`config.mk`:
```
export PLATFORM = sky130hd
export DESIGN_NAME = bldc_commutator_dt
export DESIGN_NICKNAME = d
export VERILOG_FILES = /design/src/rtl/bldc_pkg.sv /design/src/rtl/bldc_commutator_dt_leg.sv /design/src/rtl/bldc_commutator_dt.sv
export SDC_FILE = /design/constraint.sdc
export NUM_CORES = 1
export LEC_CHECK = 0
export CORE_UTILIZATION = 40
export DETAILED_ROUTE_END_ITERATION = 8
export PLACE_DENSITY = 0.57
export SLEW_MARGIN = 20
export SYNTH_ARGS = -nofsm -noshare
export SYNTH_HDL_FRONTEND = slang
export SYNTH_SLANG_ARGS = --single-unit
```
`constraint.sdc`:
```
create_clock -name clk -period 4.6 [get_ports clk]
set_input_delay 0.69 -clock clk [delete_from_list [all_inputs] [get_ports clk]]
set_output_delay 0.69 -clock clk [all_outputs]
set_load 0.05 [all_outputs]
```
`src/rtl/bldc_pkg.sv`:
```
// Shared encodings and lookup tables for the six-step BLDC commutator.
// Latency: n/a (constants and pure functions only).
// Backpressure: n/a.
package bldc_pkg;

    // Commanded mode encodings
    localparam logic [1:0] MODE_COAST = 2'b00;
    localparam logic [1:0] MODE_CW    = 2'b01;
    localparam logic [1:0] MODE_CCW   = 2'b10;
    localparam logic [1:0] MODE_BRAKE = 2'b11;

    // Per-leg request; LEG_OFF doubles as "none" for the last-driven side
    typedef enum logic [1:0] {
        LEG_OFF = 2'b00,
        LEG_HI  = 2'b01,
        LEG_LO  = 2'b10
    } leg_req_e;

    localparam logic [2:0] STEP_INVALID = 3'd7;

    // Bit positions inside pt = {AH,AL,BH,BL,CH,CL}
    localparam int PT_AH = 5;
    localparam int PT_AL = 4;
    localparam int PT_BH = 3;
    localparam int PT_BL = 2;
    localparam int PT_CH = 1;
    localparam int PT_CL = 0;

    // Filtered hall code {H2,H1,H0} -> step; 000 and 111 are illegal
    localparam logic [7:0][2:0] HALL_STEP = {
        3'd7,   // 111
        3'd2,   // 110
        3'd0,   // 101
        3'd1,   // 100
        3'd4,   // 011
        3'd3,   // 010
        3'd5,   // 001
        3'd7    // 000
    };

    // CW step -> {A,B,C} leg requests, two bits per leg (HI=01, LO=10).
    // Entries 6 and 7 request all legs off so an invalid step is harmless.
    localparam logic [7:0][5:0] STEP_DRIVE = {
        6'b000000,  // 7
        6'b000000,  // 6
        6'b001001,  // 5: C hi, B lo
        6'b100001,  // 4: C hi, A lo
        6'b100100,  // 3: B hi, A lo
        6'b000110,  // 2: B hi, C lo
        6'b010010,  // 1: A hi, C lo
        6'b011000   // 0: A hi, B lo
    };

    localparam logic [5:0] BRAKE_DRIVE = 6'b101010;

    // True when two valid steps are neighbours on the six-step ring
    function automatic logic steps_adjacent(input logic [2:0] a, input logic [2:0] b);
        logic [2:0] a_next;
        logic [2:0] b_next;
        a_next = (a == 3'd5) ? 3'd0 : a + 3'd1;
        b_next = (b == 3'd5) ? 3'd0 : b + 3'd1;
        return (a_next == b) || (b_next == a);
    endfunction

endpackage

```
`src/rtl/bldc_commutator_dt_leg.sv`:
```
// One half-bridge: OFF/HI/LO FSM with dead-time counter between opposite sides.
// Latency: 1 cycle request->gate when no dead time is owed; turn-off is always 1 cycle.
// Backpressure: none; a request to the opposite side simply waits in OFF until dead time expires.
module bldc_leg_dt
    import bldc_pkg::*;
#(
    parameter int DEADTIME_CYC = 4,
    parameter int DT_W         = 8
) (
    input  logic     clk,
    input  logic     rst,
    input  leg_req_e req_i,
    output logic     hi_o,
    output logic     lo_o
);

    localparam logic [DT_W-1:0] DT_MAX = DT_W'(DEADTIME_CYC);

    leg_req_e        state_q;
    leg_req_e        last_q;
    logic [DT_W-1:0] cnt_q;
    logic            hi_q;
    logic            lo_q;
    logic            dt_done;

    // cnt_q counts off cycles already completed; the cycle ending at this edge
    // is one more, so the opposite side may rise exactly DEADTIME_CYC cycles
    // after the other side fell.
    assign dt_done = ({1'b0, cnt_q} + {{DT_W{1'b0}}, 1'b1}) >= {1'b0, DT_MAX};

    // Leg FSM with registered gate outputs; leaving HI or LO always passes through OFF
    always_ff @(posedge clk or posedge rst) begin
        if (rst) begin
            state_q <= LEG_OFF;
            last_q  <= LEG_OFF;
            cnt_q   <= DT_MAX;
            hi_q    <= 1'b0;
            lo_q    <= 1'b0;
        end else begin
            case (state_q)
                LEG_HI, LEG_LO: begin
                    if (req_i != state_q) begin
                        state_q <= LEG_OFF;
                        cnt_q   <= '0;
                        hi_q    <= 1'b0;
                        lo_q    <= 1'b0;
                    end
                end
                default: begin
                    if (cnt_q != DT_MAX) begin
                        cnt_q <= cnt_q + DT_W'(1);
                    end
                    if ((req_i != LEG_OFF) && ((req_i == last_q) || dt_done)) begin
                        state_q <= req_i;
                        last_q  <= req_i;
                        hi_q    <= (req_i == LEG_HI);
                        lo_q    <= (req_i == LEG_LO);
                    end
                end
            endcase
        end
    end

    assign hi_o = hi_q;
    assign lo_o = lo_q;

endmodule

```
`src/rtl/bldc_commutator_dt.sv`:
```
// Six-step sensored BLDC commutator: hall sync/filter, step decode, fault, per-leg dead time.
// Latency: hall edge -> step 2+HALL_FILT cycles; step -> pt 1 cycle (plus dead time if owed).
// Backpressure: none; optional HALL_SEQ_CHECK_EN adds a non-adjacent-step fault check.
module bldc_commutator_dt
    import bldc_pkg::*;
#(
    parameter int DEADTIME_CYC = 4,
    parameter int HALL_FILT    = 3,
    parameter int DT_W         = 8
) (
    input  logic       clk,
    input  logic       rst,
    input  logic [2:0] hall,
    input  logic [1:0] mode,
    input  logic       pwm_in,
    input  logic       fault_clr,
    output logic [5:0] pt,
    output logic [2:0] step,
    output logic       hall_fault
);

    localparam logic [3:0] FILT_N = 4'(HALL_FILT);

    logic [2:0] sync1_q, sync2_q;
    logic [2:0] filt_q, filt_d;
    logic [2:0] cand_q, cand_d;
    logic [3:0] fcnt_q, fcnt_d;
    logic       filt_vld_q, filt_vld_d;
    logic [2:0] step_q, step_d;
    logic       fault_q, fault_d;
    logic       run_mode;
    logic       seq_err;
    logic       fault_set;
    logic [2:0] ccw_step;
    logic [5:0] drive;
    leg_req_e   leg_req [3];
    logic [2:0] leg_hi, leg_lo;

    assign run_mode = (mode == MODE_CW) || (mode == MODE_CCW);

    // Filter: accept a code after HALL_FILT identical samples that differ from the
    // current one. Until the first code is accepted, even 000 counts as "new", so a
    // stuck 000/111 hall is still reported after reset.
    always_comb begin
        filt_d     = filt_q;
        cand_d     = cand_q;
        fcnt_d     = fcnt_q;
        filt_vld_d = filt_vld_q;
        if (filt_vld_q && (sync2_q == filt_q)) begin
            fcnt_d = '0;
        end else if ((fcnt_q != 4'd0) && (sync2_q == cand_q)) begin
            if ((fcnt_q + 4'd1) >= FILT_N) begin
                filt_d     = sync2_q;
                filt_vld_d = 1'b1;
                fcnt_d     = '0;
            end else begin
                fcnt_d = fcnt_q + 4'd1;
            end
        end else begin
            cand_d = sync2_q;
            if (FILT_N <= 4'd1) begin
                filt_d     = sync2_q;
                filt_vld_d = 1'b1;
                fcnt_d     = '0;
            end else begin
                fcnt_d = 4'd1;
            end
        end
        step_d = filt_vld_d ? HALL_STEP[filt_d] : STEP_INVALID;
    end

    // Hall synchroniser, filter state and registered step
    always_ff @(posedge clk or posedge rst) begin
        if (rst) begin
            sync1_q    <= '0;
            sync2_q    <= '0;
            filt_q     <= '0;
            cand_q     <= '0;
            fcnt_q     <= '0;
            filt_vld_q <= 1'b0;
            step_q     <= STEP_INVALID;
        end else begin
            sync1_q    <= hall;
            sync2_q    <= sync1_q;
            filt_q     <= filt_d;
            cand_q     <= cand_d;
            fcnt_q     <= fcnt_d;
            filt_vld_q <= filt_vld_d;
            step_q     <= step_d;
        end
    end

`ifdef HALL_SEQ_CHECK_EN
    logic [2:0] prev_step_q;

    // Previous step, used to spot hall jumps that skip positions on the ring
    always_ff @(posedge clk or posedge rst) begin
        if (rst) begin
            prev_step_q <= STEP_INVALID;
        end else begin
            prev_step_q <= step_q;
        end
    end

    assign seq_err = run_mode && (step_q != STEP_INVALID) && (prev_step_q != STEP_INVALID)
                     && (step_q != prev_step_q) && !steps_adjacent(step_q, prev_step_q);
`else
    assign seq_err = 1'b0;
`endif

    // Only an accepted illegal code counts; the pre-filter unknown state does not
    assign fault_set = (run_mode && filt_vld_q && (step_q == STEP_INVALID)) || seq_err;

    // Sticky fault: set beats clear, and clear is ignored while the step is invalid
    always_comb begin
        fault_d = fault_q;
        if (fault_set) begin
            fault_d = 1'b1;
        end else if (fault_clr && (step_q != STEP_INVALID)) begin
            fault_d = 1'b0;
        end
    end

    // Registered hall fault flag
    always_ff @(posedge clk or posedge rst) begin
        if (rst) begin
            fault_q <= 1'b0;
        end else begin
            fault_q <= fault_d;
        end
    end

    // Leg requests from step/mode/fault, with the high sides gated by PWM
    always_comb begin
        if (step_q < 3'd3) begin
            ccw_step = step_q + 3'd3;
        end else if (step_q < 3'd6) begin
            ccw_step = step_q - 3'd3;
        end else begin
            ccw_step = STEP_INVALID;
        end
        drive = 6'b000000;
        if (!fault_q) begin
            case (mode)
                MODE_CW:    drive = STEP_DRIVE[step_q];
                MODE_CCW:   drive = STEP_DRIVE[ccw_step];
                MODE_BRAKE: drive = BRAKE_DRIVE;
                default:    drive = 6'b000000;
            endcase
        end
        for (int i = 0; i < 3; i++) begin
            leg_req[i] = leg_req_e'(drive[4-2*i +: 2]);
            if ((leg_req[i] == LEG_HI) && !pwm_in) begin
                leg_req[i] = LEG_OFF;
            end
        end
    end

    for (genvar g = 0; g < 3; g++) begin : g_leg
        bldc_leg_dt #(
            .DEADTIME_CYC(DEADTIME_CYC),
            .DT_W        (DT_W)
        ) u_leg (
            .clk  (clk),
            .rst  (rst),
            .req_i(leg_req[g]),
            .hi_o (leg_hi[g]),
            .lo_o (leg_lo[g])
        );
    end

    // Gate bus assembly; leg index 0/1/2 is phase A/B/C
    always_comb begin
        pt        = 6'b000000;
        pt[PT_AH] = leg_hi[0];
        pt[PT_AL] = leg_lo[0];
        pt[PT_BH] = leg_hi[1];
        pt[PT_BL] = leg_lo[1];
        pt[PT_CH] = leg_hi[2];
        pt[PT_CL] = leg_lo[2];
    end

    assign step       = step_q;
    assign hall_fault = fault_q;

endmodule

```
==> flow_metrics.env, run 1 <==
export IMPL_start_util=0.417
export IMPL_htreeDepth=3
export IMPL_dr_total_vias=3270
export IMPL_status="finished clean"
export IMPL_die_h_um=103
export IMPL_finClkSkew_ns=0.0115
export IMPL_period_needed_ns=4.04
export IMPL_fillers=938
export IMPL_post_cts_repair_setup_buffers=0
export IMPL_required_ns=4.81
export IMPL_worstSetupEndpointType="flip-flop"
export IMPL_viasPerCell=5.54
export IMPL_drv_slew=0
export IMPL_grt_pass1_wl_um=14900
export IMPL_portBuffers=18
export IMPL_die_area_um2=10700
export IMPL_cts_buffer_depth=2
export IMPL_arrival_ns=4.25
export IMPL_slew_headroom=0.475
export IMPL_dp_cells=574
export IMPL_synth_seq_cells=63
export IMPL_first_global_vias=3165
export IMPL_rsz0062_at_grt="no"
export IMPL_maxCapViolations=0
export IMPL_power_density_nw_per_um2=649
export IMPL_hpwl_um=6140
export IMPL_drtPass1Iterations=4
export IMPL_core_area_um2=9860
export IMPL_critPathKind="reg -> reg"
export IMPL_finalSetupTns_ns=0
export IMPL_fmax_mhz=247
export IMPL_diodes=0
export IMPL_wl_per_cell_um=14.6
export IMPL_grt_ovfl_total=0
export IMPL_synth_warnings=0
export IMPL_synth_edf_count=0
export IMPL_period_share=0.879
export IMPL_fin_cells=590
export IMPL_start_kind="flip-flop"
export IMPL_cts_buffers=9
export IMPL_grt_max_degree=36
export IMPL_synth_area_um2=4110
export IMPL_grt_total_usage=0.180
export IMPL_cts_hold_repair_buffers=0
export IMPL_ctsResizeCount=0
export IMPL_wl_um=8610
export IMPL_holdCritPathClass="reg -> reg"
export IMPL_drc=0
export IMPL_fp_row_count=36
export IMPL_die_w_um=103
export IMPL_layout_common_cells="57 x dfrtp_1, 44 x nand2_1, 32 x nor2_1"
export IMPL_final_area_um2=4560
export IMPL_hold_viol=0
export IMPL_drive_above_1_share=0.109
export IMPL_tritoncts="yes"
export IMPL_pin_count=19
export IMPL_critical_path_max_fanout=17
export IMPL_nets=481
export IMPL_leakagePower_nw=1.98
export IMPL_placed_area_um2=4350
export IMPL_seq_area_frac_synth=0.386
export IMPL_worst_pin_slew_ns=0.782
export IMPL_r2r_setup_slack_ns=0.56
export IMPL_synthFlopType="dfrtp_1"
export IMPL_antenna_left=0
export IMPL_syn_inst=441
export IMPL_synth_avg_cell_area_um2=9.32
export IMPL_clk_pin_slew_ns=0.08
export IMPL_insertion_delay_ns=0.35
export IMPL_antenna_found_initial=0
export IMPL_clock_sinks=63
export IMPL_peakVddDrop_mv=0.331
export IMPL_root_buffer="clkbuf_8"
export IMPL_drt_iter0_markers=156
export IMPL_syn_to_final_growth_pct=10.9
export IMPL_final_common_cell="dfrtp_1"
export IMPL_finalSetupViolations=0
export IMPL_routabilityCongestion=0.932
export IMPL_synth_distinct_cells=69
export IMPL_async_flop_share=1.00
-- worst paths after layout --
check	cells past startpoint	end	start
max	12	g_leg[2].u_leg.lo_o	step[1]
min	0	sync2_q[1]	sync1_q[1]
max reg2reg	12	g_leg[2].u_leg.lo_o	step[1]
min reg2reg	0	sync2_q[1]	sync1_q[1]
max in group asynchronous	3	g_leg[1].u_leg.cnt_q[2]	rst
min in group asynchronous	2	sync2_q[1]	rst
-- Yosys cell counts, drive strengths merged, types with 4 or more instances --
master  count  share of area
dfrtp      57           0.35
nand2      44          0.040
nor2       32          0.029
o21ai      28          0.036
inv        22          0.020
ha         20          0.061
nand3      15          0.018
and3       14          0.021
nand4      12          0.018
buf        11          0.022
mux2       11          0.031
mux2i      11          0.027
clkbuf     10         0.0091
a31oi       9          0.014
a21oi       8          0.012
nor2b       8          0.012
a21o        7          0.013
and2        7          0.011
nor3        7         0.0085
xnor2       7          0.015
dfstp       6          0.038
o211ai      6          0.012
xor2        6          0.013
a211oi      5          0.010
nand2b      5         0.0076
o31ai       5          0.014
or3         5         0.0076
nor3b       4         0.0073
nor4        4         0.0061
nor4b       4         0.0085
o221ai      4         0.0085
-- routing by layer --
| metal | GRT usage | up-vias | share of wire |
|---|---|---|---|
| met3 | 0.0437 | 9 | 0.035 |
| li1 | - | 1640 | - |
| met1 | 0.235 | 1571 | 0.48 |
| met4 | 0.0693 | 0 | 0.014 |
| met5 | 0 | - | 0 |
| met2 | 0.288 | 50 | 0.47 |
-- flip-flops by register name, summed over array words and instances, names as in the netlist, 4 cells and up --
| signal | count |
|---|---|
| g_leg.u_leg.last_q | 6 |
| g_leg.u_leg.state_q | 6 |
| g_leg.u_leg.cnt_q | 24 |
| fcnt_q | 4 |
-- where the power goes --
part	switching [mW]	total (mW)	internal, mW
Combinational	0.897	1.50	0.603
Clock	0.239	0.505	0.267
Sequential	0.220	0.953	0.733
Total	1.36	2.96	1.60
-- stage by stage --
stage          hold WS, ns  utilization  total power [mW]  setup slack, ns
6_report             0.343        0.462              2.96            0.556
5_1_grt              0.344        0.462              3.21            0.297
3_5_place_dp         0.335        0.441              2.45            0.628
3_3_place_gp         0.332        0.441              2.43            0.778
4_1_cts              0.345        0.462              2.98            0.572
2_1_floorplan        0.331            -              2.15            0.754
-- critical path: stages (launching register included) --
cell,delay (ns)
dfstp_2,0.70
inv_1,0.15
ha_1,0.43
xor2_1,0.22
a211o_1,0.40
ha_1,0.35
nor3b_1,0.06
a221o_1,0.36
o31a_1,0.28
a2111oi_0,0.56
a211oi_2,0.17
nand4_1,0.14
o21ai_0,0.10
-- cells by family after synthesis --
family | Yosys count | synth area share
other | 1 | 0.000913
adder cells (fa/ha/maj) | 20 | 0.0609
buffers and inverters | 43 | 0.0509
AO/OA/AOI/OAI | 110 | 0.204
XOR/XNOR | 13 | 0.0277
multiplexers | 22 | 0.0579
flip-flops | 63 | 0.386
AND/OR/NAND/NOR | 169 | 0.212
-- final cells by class --
type | count | area, um2 | share of cell area
Clock buffer | 10 | 138 | 0.0302
Sequential cell | 63 | 1580 | 0.348
Clock inverter | 6 | 70.1 | 0.0154
Tap cell | 133 | 166 | 0.0365
Inverter | 22 | 82.6 | 0.0181
Timing Repair Buffer | 20 | 195 | 0.0428
Multi-Input combinational cell | 336 | 2320 | 0.509
Note: power is estimated with default switching activity, not from simulation.
==> run 2, diff against run 1 <==
clock period = 4.2 ns   (was 4.6 ns; I/O delays follow)
==> flow_metrics.env, run 2 (synthesized netlist as in run 1, its figures left out) <==
export IMPL_pwr_share_comb=0.504
export IMPL_maxCapViolations=0
export IMPL_crit_cells=12
export IMPL_grt_pass1_wl_um=15100
export IMPL_drc=0
export IMPL_nets=482
export IMPL_syn_to_final_growth_pct=11.0
export IMPL_reg_largest_list="g_leg.u_leg.cnt_q (24), g_leg.u_leg.last_q (6), g_leg.u_leg.state_q (6)"
export IMPL_largest_reg_flops=24
export IMPL_start_kind="flip-flop"
export IMPL_layout_common_cells="57 x dfrtp_1, 44 x nand2_1, 32 x nor2_1"
export IMPL_fmax_mhz=252
export IMPL_finalSetupViolations=0
export IMPL_period_needed_ns=3.97
export IMPL_slew_headroom=0.473
export IMPL_die_area_um2=10700
export IMPL_power_density_nw_per_um2=714
export IMPL_crit_top_cell="ha_1"
export IMPL_diodes=0
export IMPL_root_buffer="clkbuf_8"
export IMPL_cp_buffers_inverters=1
export IMPL_cts_buffers=9
export IMPL_finalSetupTns_ns=0
export IMPL_hpwl_um=6070
export IMPL_hold_slack_ns=0.354
export IMPL_pin_count=19
export IMPL_path_delay_family="compound AO/OA/AOI/OAI gates"
export IMPL_p_seq_frac=0.323
export IMPL_reg2reg_depth=12
export IMPL_core_area_um2=9860
export IMPL_min_path_cells=0
export IMPL_drv_slew=0
export IMPL_grt_total_usage=0.182
export IMPL_drt_iter0_markers=139
export IMPL_drive_above_1_share=0.111
export IMPL_post_cts_repair_setup_buffers=0
export IMPL_status="finished clean"
export IMPL_period_share=0.945
export IMPL_critPathKind="reg -> reg"
export IMPL_worst_pin_slew_ns=0.784
export IMPL_dr_total_vias=3312
export IMPL_drtPass1Iterations=4
export IMPL_htreeDepth=3
export IMPL_clk_pin_slew_ns=0.08
export IMPL_arrival_ns=4.18
export IMPL_cts_buffer_depth=2
export IMPL_die_w_um=103
export IMPL_power_switching_mw=1.51
export IMPL_required_ns=4.41
export IMPL_wl_um=8750
export IMPL_insertion_delay_ns=0.35
export IMPL_cpPeakStageDelay_ns=0.70
export IMPL_critical_path_max_fanout=17
export IMPL_grt_ovfl_total=0
export IMPL_first_global_vias=3149
export IMPL_start_util=0.417
export IMPL_finClkSkew_ns=0.00829
export IMPL_swShare=0.463
export IMPL_tritoncts="yes"
export IMPL_final_common_cell="dfrtp_1"
export IMPL_top_register="g_leg.u_leg.cnt_q"
export IMPL_ctsResizeCount=0
export IMPL_rsz0062_at_grt="no"
export IMPL_holdCritPathClass="reg -> reg"
export IMPL_peakVddDrop_mv=0.381
export IMPL_portBuffers=18
export IMPL_antenna_left=0
export IMPL_die_h_um=103
export IMPL_cts_hold_repair_buffers=0
export IMPL_worstSetupEndpointType="flip-flop"
export IMPL_grt_max_degree=45
export IMPL_routabilityCongestion=0.888
export IMPL_viasPerCell=5.60
export IMPL_hold_viol=0
export IMPL_leakagePower_nw=1.99
export IMPL_antenna_found_initial=0
export IMPL_wl_per_cell_um=14.8
export IMPL_crit_chain="inv_1 -> ha_1 -> xor2_1 -> a211o_1 -> ha_1 -> nor3b_1 -> a221o_1 -> o31a_1 -> a2111oi_0 -> a211oi_2 -> nand4_1 -> o21ai_0"
export IMPL_clock_sinks=63
export IMPL_clkPwrFrac=0.172
export IMPL_cp_slowest_cell="dfstp_2"
export IMPL_fp_row_count=36
export IMPL_p_int_mw=1.75
run 2: cell count changes in the layout (fill, tap and decap cells not counted):
cell and change:
clkinvlp_4 -1, clkinv_4 -1, inv_6 +3, clkbuf_8 -1
buf_4 +1
run 2: through the flow:
| step | setup WS [ns] | instance area (um2) | cells | util | power (mW) |
|---|---|---|---|---|---|
| 6_report | 0.232 | 4560 | 591 | 0.462 | 3.25 |
| 5_1_grt | 0.00325 | 4560 | 591 | 0.462 | 3.52 |
| 4_1_cts | 0.246 | 4560 | 591 | 0.462 | 3.28 |
| 3_5_place_dp | 0.221 | 4360 | 575 | 0.442 | 2.70 |
| 3_3_place_gp | 0.397 | 4360 | 575 | 0.442 | 2.66 |
| 2_1_floorplan | 0.354 | 4110 | 442 | - | 2.35 |
run 2: power groups by stage:
stage	Sequential, mW	Clock (mW)	Combinational [mW]
2_1_floorplan	0.998	0	1.36
3_3_place_gp	1.05	0	1.61
3_5_place_dp	1.06	0	1.64
4_1_cts	1.05	0.581	1.65
5_1_grt	1.09	0.603	1.84
6_report	1.05	0.561	1.64
run 2: layer usage:
| layer | GRT usage | vias to the layer above | wire [um] |
|---|---|---|---|
| met4 | 0.0596 | 0 | 125 |
| met2 | 0.293 | 51 | 3950 |
| li1 | - | 1654 | - |
| met5 | 0 | - | 0 |
| met3 | 0.0423 | 8 | 258 |
| met1 | 0.241 | 1599 | 4410 |
run 2: worst register-to-register path, stage by stage (launching register included):
cell,delay [ns]
dfstp_2,0.70
inv_1,0.17
ha_1,0.43
xor2_1,0.22
a211o_1,0.40
ha_1,0.35
nor3b_1,0.06
a221o_1,0.35
o31a_1,0.28
a2111oi_0,0.51
a211oi_2,0.16
nand4_1,0.12
o21ai_0,0.09
run 2: cell type report:
cell class	count	area, um2
Sequential cell	63	1580
Clock inverter	7	80.1
Fill cell	961	5310
Timing Repair Buffer	21	203
Multi-Input combinational cell	336	2320
Tap cell	133	166
Inverter	22	82.6
Clock buffer	9	124
run 2: final timing paths:
check / start / endpoint / slack, ns
min in group asynchronous: rst / g_leg[0].u_leg.cnt_q[1] / 0.61
max in group asynchronous: rst / g_leg[2].u_leg.state_q[0] / 2.64
worst min-delay path: sync1_q[2] / sync2_q[2] / 0.35
worst max-delay path: step[1] / g_leg[2].u_leg.lo_o / 0.23
worst min register to register: sync1_q[2] / sync2_q[2] / 0.35
worst max register to register: step[1] / g_leg[2].u_leg.lo_o / 0.23
